$ cat config.mk
export PLATFORM = sky130hd
export DESIGN_NAME = rf_writeback_queue
export DESIGN_NICKNAME = d
export VERILOG_FILES = /design/src/rtl/rf_writeback_queue.sv
export SDC_FILE = /design/constraint.sdc
export NUM_CORES = 1
export LEC_CHECK = 0
export BUFFER_PORTS_ARGS = -buffer_cell sky130_fd_sc_hd__clkbuf_2
export CAP_MARGIN = 25
export CORE_UTILIZATION = 60
export CTS_CLUSTER_DIAMETER = 40
export DETAILED_ROUTE_END_ITERATION = 6
export PLACE_DENSITY = 0.84
export REMOVE_ABC_BUFFERS = 1
export SLEW_MARGIN = 20
export SYNTH_ARGS = -nofsm -noshare
export SYNTH_HDL_FRONTEND = slang
export SYNTH_SLANG_ARGS = --single-unit
$ cat constraint.sdc
create_clock -name iClk -period 9.1 [get_ports iClk]
set_input_delay 0.455 -clock iClk [delete_from_list [all_inputs] [get_ports iClk]]
set_output_delay 0.455 -clock iClk [all_outputs]
set_load 0.02 [all_outputs]
$ cat src/rtl/rf_writeback_queue.sv
// rf_writeback_queue: write-side master for the 32x32 register file.
// Buffers writeback results in a DEPTH-entry FIFO and drains one entry per
// cycle onto the registered file write port (oWrite/oAddrC/oRegC). Two
// combinational forwarding ports report the newest pending value for a
// register that has not yet been committed. Writes to x0 are accepted and dropped.
//
// Ports:
//   iClk, nRst            clock (rising edge), asynchronous active-low reset
//   iValid/oReady         writeback request handshake (oReady = count < DEPTH)
//   iAddr, iData          writeback destination register and value
//   iStall                hold queue head, no drain this cycle
//   oWrite/oAddrC/oRegC   registered register-file write port
//   iLookA/oHitA/oFwdA    forwarding lookup port A (combinational)
//   iLookB/oHitB/oFwdB    forwarding lookup port B (combinational)
//   oCount                entries queued, excluding the output stage
module rf_writeback_queue #(
    parameter int unsigned DEPTH  = 4,
    parameter int unsigned DATA_W = 32,
    parameter int unsigned ADDR_W = 5
) (
    input  logic                       iClk,
    input  logic                       nRst,
    input  logic                       iValid,
    output logic                       oReady,
    input  logic [ADDR_W-1:0]          iAddr,
    input  logic [DATA_W-1:0]          iData,
    input  logic                       iStall,
    output logic                       oWrite,
    output logic [ADDR_W-1:0]          oAddrC,
    output logic [DATA_W-1:0]          oRegC,
    input  logic [ADDR_W-1:0]          iLookA,
    output logic                       oHitA,
    output logic [DATA_W-1:0]          oFwdA,
    input  logic [ADDR_W-1:0]          iLookB,
    output logic                       oHitB,
    output logic [DATA_W-1:0]          oFwdB,
    output logic [$clog2(DEPTH+1)-1:0] oCount
);

    localparam int unsigned PTR_W = (DEPTH > 1) ? $clog2(DEPTH) : 1;
    localparam int unsigned CNT_W = $clog2(DEPTH + 1);

    logic [ADDR_W-1:0] r_addr [DEPTH];
    logic [DATA_W-1:0] r_data [DEPTH];
    logic [DEPTH-1:0]  r_vld;
    logic [PTR_W-1:0]  r_wr_ptr;
    logic [PTR_W-1:0]  r_rd_ptr;
    logic [CNT_W-1:0]  r_count;
    logic              r_write;
    logic [ADDR_W-1:0] r_addr_c;
    logic [DATA_W-1:0] r_reg_c;

    logic              w_ready;
    logic              w_push;
    logic              w_pop;
    logic              w_hit_a;
    logic              w_hit_b;
    logic [DATA_W-1:0] w_fwd_a;
    logic [DATA_W-1:0] w_fwd_b;

    // Ready looks only at the registered count; a same-cycle pop does not free a slot.
    assign w_ready = (r_count < CNT_W'(DEPTH));
    // x0 requests complete the handshake but never occupy an entry.
    assign w_push  = iValid && w_ready && (iAddr != '0);
    assign w_pop   = (r_count != '0) && !iStall;

    // Queue control and registered write port.
    always_ff @(posedge iClk or negedge nRst) begin
        if (!nRst) begin
            r_vld    <= '0;
            r_wr_ptr <= '0;
            r_rd_ptr <= '0;
            r_count  <= '0;
            r_write  <= 1'b0;
            r_addr_c <= '0;
            r_reg_c  <= '0;
        end else begin
            if (w_push) begin
                r_vld[r_wr_ptr] <= 1'b1;
                r_wr_ptr        <= r_wr_ptr + PTR_W'(1);
            end
            if (w_pop) begin
                r_vld[r_rd_ptr] <= 1'b0;
                r_rd_ptr        <= r_rd_ptr + PTR_W'(1);
            end
            case ({w_push, w_pop})
                2'b10:   r_count <= r_count + CNT_W'(1);
                2'b01:   r_count <= r_count - CNT_W'(1);
                default: r_count <= r_count;
            endcase
            r_write  <= w_pop;
            r_addr_c <= w_pop ? r_addr[r_rd_ptr] : '0;
            r_reg_c  <= w_pop ? r_data[r_rd_ptr] : '0;
        end
    end

    // Entry payload storage; validity is tracked by r_vld.
    always_ff @(posedge iClk) begin
        if (w_push) begin
            r_addr[r_wr_ptr] <= iAddr;
            r_data[r_wr_ptr] <= iData;
        end
    end

    // Forwarding: scan oldest to newest so later matches override earlier ones;
    // the output stage is older than every queued entry.
    always_comb begin
        logic [PTR_W-1:0] idx;
        idx     = '0;
        w_hit_a = 1'b0;
        w_fwd_a = '0;
        w_hit_b = 1'b0;
        w_fwd_b = '0;
        if (r_write && (r_addr_c == iLookA)) begin
            w_hit_a = 1'b1;
            w_fwd_a = r_reg_c;
        end
        if (r_write && (r_addr_c == iLookB)) begin
            w_hit_b = 1'b1;
            w_fwd_b = r_reg_c;
        end
        for (int unsigned k = 0; k < DEPTH; k++) begin
            idx = r_rd_ptr + PTR_W'(k);
            if (r_vld[idx] && (r_addr[idx] == iLookA)) begin
                w_hit_a = 1'b1;
                w_fwd_a = r_data[idx];
            end
            if (r_vld[idx] && (r_addr[idx] == iLookB)) begin
                w_hit_b = 1'b1;
                w_fwd_b = r_data[idx];
            end
        end
        if (iLookA == '0) begin
            w_hit_a = 1'b0;
            w_fwd_a = '0;
        end
        if (iLookB == '0) begin
            w_hit_b = 1'b0;
            w_fwd_b = '0;
        end
    end

    assign oReady = w_ready;
    assign oWrite = r_write;
    assign oAddrC = r_addr_c;
    assign oRegC  = r_reg_c;
    assign oHitA  = w_hit_a;
    assign oFwdA  = w_fwd_a;
    assign oHitB  = w_hit_b;
    assign oFwdB  = w_fwd_b;
    assign oCount = r_count;

endmodule
==> flow_metrics.env <==
export IMPL_cp_max_fo=56
export IMPL_r2r_worst_path_cells=4
export IMPL_post_place_cells=1414
export IMPL_grt_use_total_pct=34.6
export IMPL_clock_latency_ps=440
export IMPL_crit_buf_inv=4
export IMPL_antenna_found_initial=0
export IMPL_slew_viol_final=0
export IMPL_path_depth=10
export IMPL_path_clk_slew_ps=80
export IMPL_start_util_pct=61.2
export IMPL_netSwitchingFraction_pct=45.2
export IMPL_endpoint_kind="primary output"
export IMPL_ctsResizeCount=0
export IMPL_holdCritPathClass="primary input to async pin"
export IMPL_synthToLayoutAreaGrowth_pct=10.9
export IMPL_timing_final_hold_violations=0
export IMPL_synth_edf_count=148
export IMPL_setup_tns_ps=0
export IMPL_violations="design-rule violations"
export IMPL_layout_setup_ws_ps=3060
export IMPL_grt_pass1_vias=11000
export IMPL_die_h_um=154
export IMPL_holdWs_ps=162
export IMPL_grt_pass1_wl_mm=61.6
export IMPL_dp_hpwl_mm=25.3
export IMPL_synth_cell_types=58
export IMPL_critPathSlowestCell="dfrtp_4"
export IMPL_fin_crit_sh_pct=66.4
export IMPL_num_io_pins=159
export IMPL_layout_drive_gt1_share_pct=34.5
export IMPL_grt_max_degree=79
export IMPL_crit_family="buffers and inverters"
export IMPL_cts_sinks=197
export IMPL_grt_ovfl_total=0
export IMPL_p_int_w=0.00287
export IMPL_critPathArrivalTime_ps=5590
export IMPL_die_area_um2=23600
export IMPL_startpoint_type="register"
export IMPL_comb_power_share_pct=59.4
export IMPL_ctsRootBufferMaster="clkbuf_16"
export IMPL_setup_viol=0
export IMPL_drv_cap=0
export IMPL_die_x_um=154
export IMPL_post_place_ws_ps=3250
export IMPL_firstDrtPassIters=7
export IMPL_ctsHtreeMaxLevel=4
export IMPL_postCtsSetupBuffers=0
export IMPL_cts_hold_buf=0
export IMPL_cp_required_ps=8650
export IMPL_synth_seq_cells=197
export IMPL_finalWorstPathRequiredPeriod_ps=6040
export IMPL_status="finished with violations"
export IMPL_power_total_w=0.00524
export IMPL_ys_warn_count=0
export IMPL_synth_area_um2=13800
export IMPL_cts_tree="done"
export IMPL_n_antenna_cell=0
export IMPL_rows=55
export IMPL_fin_nets=1211
export IMPL_io_buffer_count=158
export IMPL_switchingPower_w=0.00237
export IMPL_ys_flop_type="edfxtp_1"
export IMPL_seq_area_frac_synth_pct=41.1
export IMPL_p_per_area_nw_per_um2=342
export IMPL_clock_skew_ps=11.7
export IMPL_path_cells="clkinv_1 -> ha_4 -> buf_16 -> mux4_2 -> and2_1 -> a21oi_4 -> buf_4 -> nand2_1 -> o31ai_1 -> clkbuf_2"
export IMPL_clkPwrFrac_pct=13.9
export IMPL_finalNonFillerCells=1448
export IMPL_routabilityCongestion=0.866
export IMPL_detail_route_antenna_nets=0
export IMPL_ir_drop_v=0.000200
export IMPL_first_iter_violations=1673
export IMPL_max_stage_delay_ps=950
export IMPL_timing_worst_setup_path_type="register to primary output"
export IMPL_synthCells=1056
export IMPL_p_seq_share_pct=26.7
export IMPL_slew_headroom_pct=25.0
export IMPL_core_um2=22600
export IMPL_viasPerCell=7.77
export IMPL_p_leak_nw=5.80
export IMPL_drc=28
export IMPL_wl_per_cell_um=27.8
export IMPL_cts_made_buffers=17
export IMPL_cts_path_max_buffers=2
export IMPL_ys_async_sr_fraction_pct=24.9
export IMPL_wirelength_mm=40.2
export IMPL_via_count=11300
export IMPL_tightest_slew_ps=1120
export IMPL_fmax_mhz=165
export IMPL_syn_area_per_cell_um2=13.1
export IMPL_rsz0062_at_grt="false"
[through the flow]
stage	util (%)	cell area, um2
CTS	67.7	15300
global route	67.9	15300
finish	67.9	15300
global placement	64.8	14600
floorplan	-	13200
detailed placement	65.2	14700
[placed cells by master (no fill, tap or decap), types with 4 or more instances in the layout]
cell type / n
a211oi_1: 50
a221oi_1: 11
a2bb2oi_1: 4
a32oi_1: 35
and2_1: 42
and2_2: 4
buf_4: 29
clkbuf_16: 17
clkbuf_2: 158
clkinv_4: 6
dfrtp_1: 47
edfxtp_1: 148
ha_1: 8
inv_1: 20
mux2i_1: 7
mux4_2: 148
nand2_1: 58
nand2b_1: 25
nand3_1: 21
nand4_1: 7
nor2_1: 52
nor3_1: 21
o211a_1: 51
o211ai_1: 9
o211ai_2: 6
o21ai_0: 4
o221ai_1: 15
o311ai_1: 10
o31ai_1: 35
or4b_1: 7
xnor2_1: 31
xor2_1: 23
[Yosys cell counts, drive strengths merged (32+ instances only)]
cell | n | area share [%]
nand2 | 58 | 1.6
xnor2 | 32 | 2.1
dfrtp | 49 | 8.9
and2 | 46 | 2.1
a211oi | 50 | 2.7
buf | 69 | 2.9
edfxtp | 148 | 32
a32oi | 35 | 2.2
mux4 | 148 | 24
o211a | 51 | 3.7
nor2 | 55 | 1.5
o31ai | 35 | 1.9
clkbuf | 48 | 1.3
[power groups by stage]
stage	clock network [W]	logic, W	registers, W
floorplan	0	0.00220	0.00156
global placement	0	0.00292	0.00139
detailed placement	0	0.00302	0.00141
CTS	0.000725	0.00304	0.00139
global route	0.000759	0.00329	0.00143
finish	0.000730	0.00311	0.00140
[area by class of cell]
cell class                 count  area, um2
inverter                      21       78.8
sequential                   197       5680
fill                        1543       7250
tap                          285        357
multi-input combinational    721       7520
timing repair buffer         192       1120
clock buffer                  19        433
clock inverter                13        126
[flip-flops by register name, summed over array words and instances (netlist names)]
| register | count |
|---|---|
| oRegC | 32 |
| r_wr_ptr | 2 |
| r_vld | 4 |
| r_data | 128 |
| oWrite | 1 |
| r_rd_ptr | 2 |
| oCount | 3 |
| oAddrC | 5 |
| r_addr | 20 |
[metal layers]
layer	routed length (um)	GRT usage [%]
met4	2070	19.8
met5	0	0
met3	5660	8.54
met1	13600	45.0
met2	18900	53.5
[kinds of logic after synthesis]
group | after synthesis | synth area share (%)
and+or+nand+nor | 258 | 9.87
xor gates and xnor gates | 55 | 3.54
adders and majority gates | 10 | 0.960
DFF | 197 | 41.1
buffers and inverters | 138 | 4.82
muxes | 160 | 25.0
AOI/OAI and AO/OA | 238 | 14.7
[final timing paths]
path / start / endpoint / slack [ps]
hold / removal: nRst / oAddrC[2] / 160
max in group asynchronous: nRst / r_rd_ptr[1] / 8360
setup / recovery: r_rd_ptr[0] / oFwdB[14] / 3060
min in group iClk: iStall / oRegC[31] / 230
hold reg to reg: oCount[0] / oCount[0] / 540
setup reg to reg: r_rd_ptr[0] / oRegC[14] / 5660
(Power assumes the default switching activity.)
